--- src/rtl/riscvsoc_gpio.sv ---
// riscvsoc_gpio -- parametrised bidirectional GPIO port for the riscvsoc
// peripheral bus.
//
// Optional feature macro: RISCVSOC_GPIO_IRQ_EN. When it is defined, this file
// builds the rising-edge interrupt logic: IE, IP, the edge detector, the
// priming counter and irq. When it is undefined, IE and IP read 0, writes to
// them are ignored, and irq is tied to 0.
//
// Ports:
//   clk, rst        system clock; asynchronous active-high reset
//   addr, wr, rd    register select and one-cycle write/read strobes
//   wdata           write data (bits [WIDTH-1:0] used)
//   rdata           registered read data, zero above WIDTH
//   rdata_valid     one-cycle pulse, the cycle after an accepted rd
//   gpio_in         asynchronous pad inputs
//   gpio_out        pad output values (OUT register)
//   gpio_oe         pad output enables, 1 = drive (DIR register)
//   irq             level interrupt request, registered
//
// Register map: 0 OUT, 1 DIR, 2 IN (read-only), 3 IE, 4 IP (write 1 to
// clear), 5..7 read 0.
module riscvsoc_gpio #(
  parameter int WIDTH       = 8,
  parameter int SYNC_STAGES = 2
) (
  input  logic             clk,
  input  logic             rst,
  input  logic [2:0]       addr,
  input  logic             wr,
  input  logic             rd,
  input  logic [31:0]      wdata,
  output logic [31:0]      rdata,
  output logic             rdata_valid,
  input  logic [WIDTH-1:0] gpio_in,
  output logic [WIDTH-1:0] gpio_out,
  output logic [WIDTH-1:0] gpio_oe,
  output logic             irq
);

  localparam logic [2:0] A_OUT = 3'd0;
  localparam logic [2:0] A_DIR = 3'd1;
  localparam logic [2:0] A_IN  = 3'd2;
  localparam logic [2:0] A_IE  = 3'd3;
  localparam logic [2:0] A_IP  = 3'd4;

  logic [WIDTH-1:0] wd;
  logic             unused_wdata;
  assign wd           = wdata[WIDTH-1:0];
  assign unused_wdata = ^wdata;

  // OUT / DIR
  logic [WIDTH-1:0] out_q, out_d, dir_q, dir_d;

  always_comb begin
    out_d = out_q;
    dir_d = dir_q;
    if (wr && addr == A_OUT) out_d = wd;
    if (wr && addr == A_DIR) dir_d = wd;
  end

  always_ff @(posedge clk or posedge rst) begin
    if (rst) begin
      out_q <= '0;
      dir_q <= '0;
    end else begin
      out_q <= out_d;
      dir_q <= dir_d;
    end
  end

  assign gpio_out = out_q;
  assign gpio_oe  = dir_q;

  // Input synchroniser. Every pin is sampled whatever its direction, so an
  // output pin reads back its pad value.
  logic [SYNC_STAGES-1:0][WIDTH-1:0] sync_q;
  logic [WIDTH-1:0]                  in_val;

  always_ff @(posedge clk or posedge rst) begin
    if (rst) begin
      sync_q <= '0;
    end else begin
      sync_q[0] <= gpio_in;
      for (int i = 1; i < SYNC_STAGES; i++) sync_q[i] <= sync_q[i-1];
    end
  end

  assign in_val = sync_q[SYNC_STAGES-1];

  logic [WIDTH-1:0] ie_rd, ip_rd;

`ifdef RISCVSOC_GPIO_IRQ_EN
  localparam int             CW        = $clog2(SYNC_STAGES + 2);
  localparam logic [CW-1:0]  PRIME_CNT = CW'(SYNC_STAGES + 1);

  logic [WIDTH-1:0] ie_q, ie_d, ip_q, ip_d, prev_q, edge_set, clr;
  logic [CW-1:0]    cnt_q, cnt_d;
  logic             primed, irq_q;

  // Edges are not trusted until the synchroniser and prev register have been
  // refilled after reset. Otherwise a pin held high through reset release
  // would look like a fresh rising edge.
  assign primed = (cnt_q == PRIME_CNT);
  assign cnt_d  = primed ? cnt_q : cnt_q + 1'b1;

  assign edge_set = in_val & ~prev_q & ie_q & {WIDTH{primed}};
  assign clr      = (wr && addr == A_IP) ? wd : '0;

  always_comb begin
    ie_d = ie_q;
    if (wr && addr == A_IE) ie_d = wd;
    // A set in the same cycle as a clear wins.
    ip_d = (ip_q & ~clr) | edge_set;
  end

  always_ff @(posedge clk or posedge rst) begin
    if (rst) begin
      ie_q   <= '0;
      ip_q   <= '0;
      prev_q <= '0;
      cnt_q  <= '0;
      irq_q  <= 1'b0;
    end else begin
      ie_q   <= ie_d;
      ip_q   <= ip_d;
      prev_q <= in_val;
      cnt_q  <= cnt_d;
      irq_q  <= |(ip_q & ie_q);
    end
  end

  assign ie_rd = ie_q;
  assign ip_rd = ip_q;
  assign irq   = irq_q;
`else
  assign ie_rd = '0;
  assign ip_rd = '0;
  assign irq   = 1'b0;
`endif

  // Read path. The mux sees register values from before this cycle's write,
  // so a read and a write in the same cycle return the pre-write value.
  logic [31:0] rmux;
  logic [31:0] rdata_q, rdata_d;
  logic        rvld_q;

  always_comb begin
    rmux = '0;
    case (addr)
      A_OUT:   rmux[WIDTH-1:0] = out_q;
      A_DIR:   rmux[WIDTH-1:0] = dir_q;
      A_IN:    rmux[WIDTH-1:0] = in_val;
      A_IE:    rmux[WIDTH-1:0] = ie_rd;
      A_IP:    rmux[WIDTH-1:0] = ip_rd;
      default: rmux = '0;
    endcase
    rdata_d = rd ? rmux : rdata_q;
  end

  always_ff @(posedge clk or posedge rst) begin
    if (rst) begin
      rdata_q <= '0;
      rvld_q  <= 1'b0;
    end else begin
      rdata_q <= rdata_d;
      rvld_q  <= rd;
    end
  end

  assign rdata       = rdata_q;
  assign rdata_valid = rvld_q;

endmodule

--- config.mk ---
export PLATFORM = sky130hd
export DESIGN_NAME = riscvsoc_gpio
export DESIGN_NICKNAME = d
export VERILOG_FILES = /design/src/rtl/riscvsoc_gpio.sv
export SDC_FILE = /design/constraint.sdc
export NUM_CORES = 1
export LEC_CHECK = 0
export ABC_AREA = 1
export BUFFER_PORTS_ARGS = -buffer_cell sky130_fd_sc_hd__buf_2
export CORE_ASPECT_RATIO = 1.25
export CORE_MARGIN = 2
export CORE_UTILIZATION = 41
export CTS_CLUSTER_SIZE = 14
export DETAILED_ROUTE_END_ITERATION = 7
export PLACE_DENSITY_LB_ADDON = 0.12
export REMOVE_ABC_BUFFERS = 1
export SLEW_MARGIN = 40
export SYNTH_ARGS = -nofsm -noshare
export SYNTH_HDL_FRONTEND = slang
export SYNTH_SLANG_ARGS = --single-unit
--- constraint.sdc ---
create_clock -name clk -period 3.34 [get_ports clk]
set_clock_uncertainty 0.1 [all_clocks]
set_input_delay 0 -clock clk [delete_from_list [all_inputs] [get_ports clk]]
set_output_delay 0 -clock clk [all_outputs]
set_load 0.02 [all_outputs]
==> metrics.cfg, run 1 <==
[final_layout]
area_growth_pct=23.5
fill_cells=425
drive_gt1_share_pct=33.7
final_area_sq_um=2320
final_common_cell=buf_2
antennaDiodeCount=0
fin_nets=289
layout_common_cells=buf_2, dfrtp_1, nand2_1

[cts]
cts_sinks=41
clock_latency_ns=0.29
clkTransAtPathRegs_ns=0.08
clock_path_buffers=2
cts_root_buf=clkbuf_8
cts_resized=0
htree_levels=2
cts_tree=yes
cts_buffers=5

[detailed_routing]
wl_per_cell_microns=11.2
via_count=1299
dr.pass1.iters=4
drtIter0Drc=55
finalWirelength_mm=3.38
drc=0
antenna_left=0
routed_via_density=4.32

[critical_path]
cp.depth=1
r2r_start=gpio_out[0]
endpoint_kind=output port
worstSetupEndpoint=gpio_oe[4]
slowest_stage=dfrtp_1
path_delay_family=flip-flops
slowest_delay_ns=0.41
reg2reg_slack_ns=2.42
crit_buf_inv=1
start_kind=flop
crit_path_cell_trace=buf_2
crit_start=gpio_oe[4]
critPathKind=flop to output port
required_ns=3.24
cp.arrival_ns=0.88
reg2reg_depth=4
r2r_end=rdata[0]
cp_max_fo=3

[placement]
place.gp.congestion=0.735
port_buffers=47
dp_hpwl_mm=2.43
dpl_cell_area_sq_um=2020

[sta]
layout_min_cycle_time_ns=0.978
fin_crit_sh_pct=29.3
grt_setup_unrepaired=no
finalSetupViolations=0
maxSlewViolCount=0
setup-tns-final_ns=0
hold_viol=0
fmax_mhz=1020

[power_and_ir_drop]
p_int_uw=888
p_leak_nw=1.22
p_seq_share_pct=46.6
ir_drop_uv=295
switching_share_pct=29.8
p_per_area_nw_per_um2=546
clock_power_share_pct=32.2
power_switching_uw=378
power_frac_comb_pct=21.1

[synth]
seq_area_frac_synth_pct=54.6
synth_cell_type_count=16
ys_seq_elements=41
syn_area_per_cell_sq_um=10.6
ys_warn_count=0
synth_area_sq_um=1880
synth_cells=177

[job]
maxCapViolCount=0

[global_route]
grt_pass1_wl_mm=5.69
grt_antenna_before_repair=0
grtUsageTotal_pct=14.5
overflow=0
grt_max_degree=42
grt_pass1_vias=1204

[min_path]
hold_path.class=primary input to flop

[die]
fp-row-count=27
design.die.area_sq_um=5140
die_h_microns=79.7
core_region_area_sq_um=4390
ioPinCount=97
start_util_pct=42.8
die_w_microns=64.5

[run_status]
status=completed

==> routing by layer <==
metal	GRT usage, %	vias up	wire length, microns
met4	5.11	0	57
li1	-	657	-
met1	17.7	587	1420
met2	24.6	50	1710
met3	3.95	5	199
met5	0	-	0
==> cell usage after synthesis <==
master	count	area [sq um]
buf_12	1	20.0
buf_4	28	210
buf_6	3	33.8
conb_1	1	3.75
dfrtp_1	41	1030
inv_1	10	37.5
inv_4	2	12.5
nand2_1	36	135
nand2_2	4	25.0
nand3_1	23	115
nand3_2	1	10.0
nand3_4	1	17.5
nand4_1	8	50.1
nand4_4	1	21.3
nor2_8	1	20.0
o21ai_2	16	140
==> what timing repair did <==
| item | in CTS | in global routing |
|---|---|---|
| hold buffers | 18 | 0 |
| buffers inserted | 0 | 0 |
| endpoints found under the hold margin | 74 | 0 |
==> kinds of logic after synthesis <==
kind of cell    count (synthesis)  share of synthesized area [%]
simple gates                   75                           21.0
buf+inv                        44                           16.7
flops                          41                           54.6
compound gates                 16                           7.46
other cells                     1                          0.200
==> worst min-delay path: cells and delay by family <==
kind	cells	cell delay, ns
AO/OA/AOI/OAI	1	0.07
AND/OR/NAND/NOR	1	0.24
buffers and inverters	1	0.13
==> power groups by stage <==
| stage | logic (mW) | clock network, mW | registers [mW] |
|---|---|---|---|
| floorplan | 0.110 | 0 | 0.653 |
| global placement | 0.250 | 0 | 0.600 |
| detailed placement | 0.255 | 0 | 0.601 |
| CTS | 0.271 | 0.420 | 0.591 |
| global route | 0.292 | 0.442 | 0.600 |
| finish | 0.268 | 0.408 | 0.590 |
==> through the flow <==
step	hold WS [ns]	worst slack, ns	instances	total power [mW]	utilization, %
final	0.0837	2.36	301	1.27	52.8
after CTS	0.0901	2.35	301	1.28	52.8
after detailed placement	0.00933	2.12	275	0.856	46.0
after global routing	0.102	2.33	301	1.33	52.8
after global placement	0.00783	2.14	275	0.850	46.0
after floorplan	-0.0686	2.29	169	0.763	-
==> flip-flops by register name (all words and copies together), names as in the netlist <==
| signal | cells |
|---|---|
| rdata_valid | 1 |
| gpio_oe | 8 |
| rdata | 8 |
| gpio_out | 8 |
| sync_q | 8 |
| in_val | 8 |
==> area by class of cell <==
cell class	instances	area (sq um)	share of cell area, %
sequential	41	1030	44.2
clock inverter	2	37.5	1.62
timing repair buffer	66	423	18.2
clock buffer	6	82.6	3.56
tap	58	72.6	3.13
inverter	12	50.0	2.16
multi-input combinational	116	628	27.1
==> worst min-delay path by stage <==
| stage | start | endpoint | slack, ns | depth (start not counted) |
|---|---|---|---|---|
| 6_report | wr | gpio_out[0] | 0.08 | 3 |
| 5_1_grt | wr | gpio_out[0] | 0.10 | 3 |
| 4_1_cts | addr[1] | rdata[3] | 0.09 | 5 |
| 3_5_place_dp | gpio_in[4] | sync_q[4] | 0.009 | 1 |
| 3_3_place_gp | gpio_in[2] | sync_q[2] | 0.008 | 1 |
| 2_1_floorplan | rd | rdata_valid | -0.07 | 0 |
No activity file was read; power rests on OpenSTA's default activity.
==> run 2, diff against run 1 <==
- CORE_UTILIZATION: 41 -> 40
- clock period: 3.34 -> 0.9 ns (I/O delays scaled with it)
==> metrics.cfg, run 2 (synthesis gave the netlist of run 1 again) <==
[cts]
clock_latency_ns=0.30  ; about the same
cts_buffers=5  ; unchanged
cts_tree=yes
cts_sinks=41  ; unchanged
htree_levels=2  ; unchanged
clock_path_buffers=2  ; unchanged
cts_root_buf=clkbuf_8
clkTransAtPathRegs_ns=0.08  ; about the same

[critical_path]
critPathKind=flop to output port
r2r_start=gpio_oe[4]
endpoint_kind=output port
crit_path_frequent_cell=buf_6
cp.arrival_ns=0.95  ; +0.07 ns
reg2reg_slack_ns=-0.10  ; -2.52 ns
crit_buf_inv=2  ; +1
cp.depth=2  ; +1
cp_max_fo=2  ; -1
r2r_end=rdata[4]
path_delay_family=flip-flops
crit_start=gpio_oe[4]
required_ns=0.80  ; -2.44 ns
slowest_delay_ns=0.41  ; about the same
reg2reg_depth=5  ; +1
slowest_stage=dfrtp_1
worstSetupEndpoint=gpio_oe[4]
crit_path_cell_trace=buf_6 > buf_6
start_kind=flop

[die]
design.die.area_sq_um=5260  ; +2.4%
core_region_area_sq_um=4460  ; +1.5%
die_h_microns=80.6  ; +1.2%
fp-row-count=27  ; unchanged
start_util_pct=42.1  ; -0.65 points
die_w_microns=65.3  ; +1.2%
ioPinCount=97  ; unchanged

[global_route]
grt_pass1_vias=1376  ; +14%
grt_pass1_wl_mm=6.38  ; +12%
grt_antenna_before_repair=0  ; unchanged
overflow=0  ; unchanged
grt_max_degree=42  ; unchanged
grtUsageTotal_pct=16.5  ; +2.0 points

[final_layout]
area_growth_pct=54.9
seq_area_sq_um=1030  ; unchanged
final_common_cell=buf_6
fin_nets=327  ; +13%
fill_cells=370  ; -13%
drive_gt1_share_pct=45.2  ; +11 points
final_area_sq_um=2910  ; +25%
antennaDiodeCount=0  ; unchanged
layout_common_cells=buf_6, dfrtp_1, nand2_1
multi_input_comb_area_sq_um=666  ; +6.0%

[sta]
timing.hold.ws_ns=0.0929  ; +0.00919 ns
maxSlewViolCount=0  ; unchanged
finalSetupViolations=35  ; +35
hold_viol=0  ; unchanged
fin_crit_sh_pct=117
grt_setup_unrepaired=yes
setup_slack_ns=-0.154  ; -2.52 ns
fmax_mhz=949
layout_min_cycle_time_ns=1.05

[power_and_ir_drop]
ir_drop_uv=1120  ; +280%
p_leak_nw=1.50  ; +22%
p_per_area_nw_per_um2=1880  ; +240%

[placement]
dp_hpwl_mm=2.54  ; +4.4%
port_buffers=47  ; unchanged
dpl_cell_area_sq_um=2210  ; +9.3%
place.gp.congestion=0.800  ; +8.8%

[detailed_routing]
routed_via_density=4.31  ; -0.20%
antenna_left=0  ; unchanged
dr.pass1.iters=4  ; unchanged
drc=0  ; unchanged
wl_per_cell_microns=11.9  ; +6.1%
drtIter0Drc=50  ; -9.1%
via_count=1460  ; +12%
finalWirelength_mm=4.04  ; +19%

[min_path]
hold_path.class=primary input to flop

[run_status]
status=finished, violations left
violations=negative setup slack

[job]
maxCapViolCount=0  ; unchanged

==> run 2: per-stage QoR <==
stage	util [%]	setup TNS (ns)	power, mW	setup WS, ns	cells
after global routing	65.2	-4.03	5.72	-0.183	339
after global placement	49.5	-0.693	3.34	-0.0537	295
after detailed placement	49.5	-0.949	3.35	-0.0850	295
after CTS	63.0	-2.76	5.36	-0.144	332
final	65.2	-2.69	5.47	-0.154	339
after floorplan	-	-6.22	2.83	-0.146	169
==> run 2: worst min-delay path by stage <==
stage / endpoint / startpoint / slack [ns] / cells past startpoint
detailed placement: gpio_oe[5] / rst / -0.03 / 3
CTS: gpio_out[4] / wr / 0.08 / 3
finish: gpio_oe[4] / wr / 0.09 / 4
global placement: gpio_oe[5] / rst / -0.03 / 3
global route: gpio_out[4] / wr / 0.11 / 3
floorplan: rdata_valid / rd / -0.07 / 0
==> run 2: area by class of cell <==
cell class,instances,share of cell area [%]
Clock buffer,5,2.37
Clock inverter,3,1.59
Inverter,12,1.72
Multi-Input combinational cell,116,22.9
Sequential cell,41,35.3
Tap cell,58,2.49
Timing Repair Buffer,104,33.7
==> run 2: layer usage <==
layer | share of wire, % | GRT usage [%]
met1 | 40 | 20.0
met2 | 53 | 27.3
met3 | 5.1 | 3.78
met4 | 1.9 | 8.13
met5 | 0 | 0
==> run 2: worst min-delay path, cell delays in order <==
cell	delay [ns]
buf_2	0.14
nand4_4	0.10
buf_12	0.16
o21ai_2	0.05
==> run 2: where the power goes <==
part	switching, mW	internal, mW
sequential	0.155	2.05
clock	0.655	0.830
combinational	0.813	0.966
total	1.62	3.84
==> run 2: timing repair <==
| item | CTS | global route |
|---|---|---|
| hold buffers | 19 | 0 |
| endpoints found under the setup margin | 25 | 36 |
| setup buffers | 10 | 7 |
| endpoints found under the hold margin | 74 | 0 |
| pin swaps | 2 | 15 |
| resized for setup | 67 | 12 |
==> run 3, diff against run 2 <==
- HOLD_SLACK_MARGIN: not set -> 0.15
==> metrics.cfg, run 3 (synthesis gave the netlist of run 1 again) <==
[run_status]
status=finished, violations left
violations=negative hold slack, negative setup slack

[die]
ioPinCount=97  ; unchanged
fp-row-count=27  ; unchanged
core_region_area_sq_um=4460  ; unchanged
die_h_microns=80.6  ; unchanged
design.die.area_sq_um=5260  ; unchanged
start_util_pct=42.1  ; unchanged
die_w_microns=65.3  ; unchanged

[global_route]
grt_max_degree=42  ; unchanged
grt_pass1_vias=1367  ; -0.65%
grtUsageTotal_pct=16.4  ; -0.030 points
grt_pass1_wl_mm=6.38  ; -0.11%
overflow=0  ; unchanged
grt_antenna_before_repair=0  ; unchanged

[detailed_routing]
wl_per_cell_microns=11.9  ; +0.17%
antenna_left=0  ; unchanged
dr.pass1.iters=4  ; unchanged
drc=0  ; unchanged
wl_met2_mm=2.12  ; -0.19%
routed_via_density=4.30  ; -0.12%
via_count=1454  ; -0.41%
routed.top_layer=met4
drtIter0Drc=55  ; +10%
wl_met3_microns=187  ; -9.2%
m1WireLength_mm=1.65  ; +1.1%
finalWirelength_mm=4.04  ; -0.12%

[cts]
cts_buffers=5  ; unchanged
htree_levels=2  ; unchanged
clock_latency_ns=0.30  ; about the same
clock_path_buffers=2  ; unchanged
cts_tree=yes
clkTransAtPathRegs_ns=0.08  ; about the same
cts_root_buf=clkbuf_8
cts_sinks=41  ; unchanged

[critical_path]
crit_path_frequent_cell=buf_6
slowest_delay_ns=0.41  ; about the same
start_kind=flop
path_delay_family=flip-flops
cp_max_fo=2  ; unchanged
endpoint_kind=output port
slowest_stage=dfrtp_1
crit_buf_inv=2  ; unchanged
crit_path_cell_trace=buf_6 > buf_6
required_ns=0.80  ; about the same
cp.arrival_ns=0.95  ; about the same
critPathKind=flop to output port

[sta]
grt_setup_unrepaired=yes
setup-tns-final_ns=-2.69  ; +0.000790 ns
layout_min_cycle_time_ns=1.05  ; +0.000344 ns
hold_viol=8  ; +8
finalSetupViolations=35  ; unchanged
maxSlewViolCount=0  ; unchanged
setup_slack_ns=-0.154  ; -0.000344 ns
fmax_mhz=949  ; about the same
fin_crit_sh_pct=117  ; about the same
timing.hold.ws_ns=-0.0420  ; -0.135 ns

[min_path]
hold_path.class=primary input to flop

[job]
maxCapViolCount=0  ; unchanged

[final_layout]
area_growth_pct=54.4
utilization_pct=65.0  ; -0.22 points
drive_gt1_share_pct=45.4  ; +0.16 points
layout_common_cells=buf_6, dfrtp_1, nand2_1
finalNonFillerCells=338  ; -0.29%
multi_input_comb_area_sq_um=666  ; unchanged
antennaDiodeCount=0  ; unchanged
fin_nets=326  ; -0.31%
final_common_cell=buf_6
fill_cells=371  ; +0.27%
seq_area_sq_um=1030  ; unchanged

[placement]
port_buffers=47  ; unchanged
place.gp.congestion=0.800  ; unchanged
placed_cells=295  ; unchanged
dp_hpwl_mm=2.54  ; unchanged

[power_and_ir_drop]
p_per_area_nw_per_um2=1890  ; +0.30%
ir_drop_uv=1120  ; about the same
p_leak_nw=1.49  ; -0.28%

[run 3: per-stage QoR]
stage / power [mW] / area [sq um] / worst slack, ns
after global placement: 3.34 / 2210 / -0.0537
after CTS: 5.35 / 2790 / -0.144
after floorplan: 2.83 / 1700 / -0.146
final: 5.46 / 2900 / -0.154
after global routing: 5.72 / 2900 / -0.183
after detailed placement: 3.35 / 2210 / -0.0850
[run 3: path summary, 6_finish.rpt]
path                       slack (ns)  cells past startpoint  startpoint     endpoint
max in group asynchronous        0.32                      4         rst     rdata[1]
hold / removal                  -0.04                      4          rd     rdata[6]
setup reg to reg                -0.10                      5  gpio_oe[4]     rdata[4]
min in group asynchronous        0.19                      4         rst  gpio_out[7]
hold reg to reg                  0.25                      0   sync_q[6]    in_val[6]
setup / recovery                -0.15                      2  gpio_oe[4]   gpio_oe[4]
[run 3: per-layer routing]
metal	up-vias	track usage, %
met1	671	20.0
li1	728	-
met5	-	0
met3	8	3.78
met2	47	27.2
met4	0	8.13
[run 3: repair_timing]
action / CTS / global route
hold endpoints to repair: 74 / 25
hold buffers: 17 / 1
gates resized for setup: 67 / 12
buffers inserted: 10 / 7
pin swaps: 2 / 14
endpoints found under the setup margin: 25 / 36
gates cloned: 0 / 0
[run 3: where the power goes]
part | total [mW] | leakage [nW] | internal, mW | switching [mW]
sequential | 2.20 | 0.507 | 2.05 | 0.155
clock | 1.49 | 0.0543 | 0.830 | 0.656
combinational | 1.78 | 0.932 | 0.964 | 0.813
total | 5.46 | 1.49 | 3.84 | 1.62
[run 3: area by class of cell]
class                   instances  area share [%]
flip-flops and latches         41            35.4
repair buffers                103            33.4
multi-input cells             116            23.0
well taps                      58            2.50
clock buffers                   5            2.37
inverters                      12            1.73
clock inverters                 3            1.60
[run 3: tightest hold or removal path: stages]
cell and delay [ns]:
buf_2 0.09, inv_1 0.11, nand2_1 0.08, nand2_1 0.04
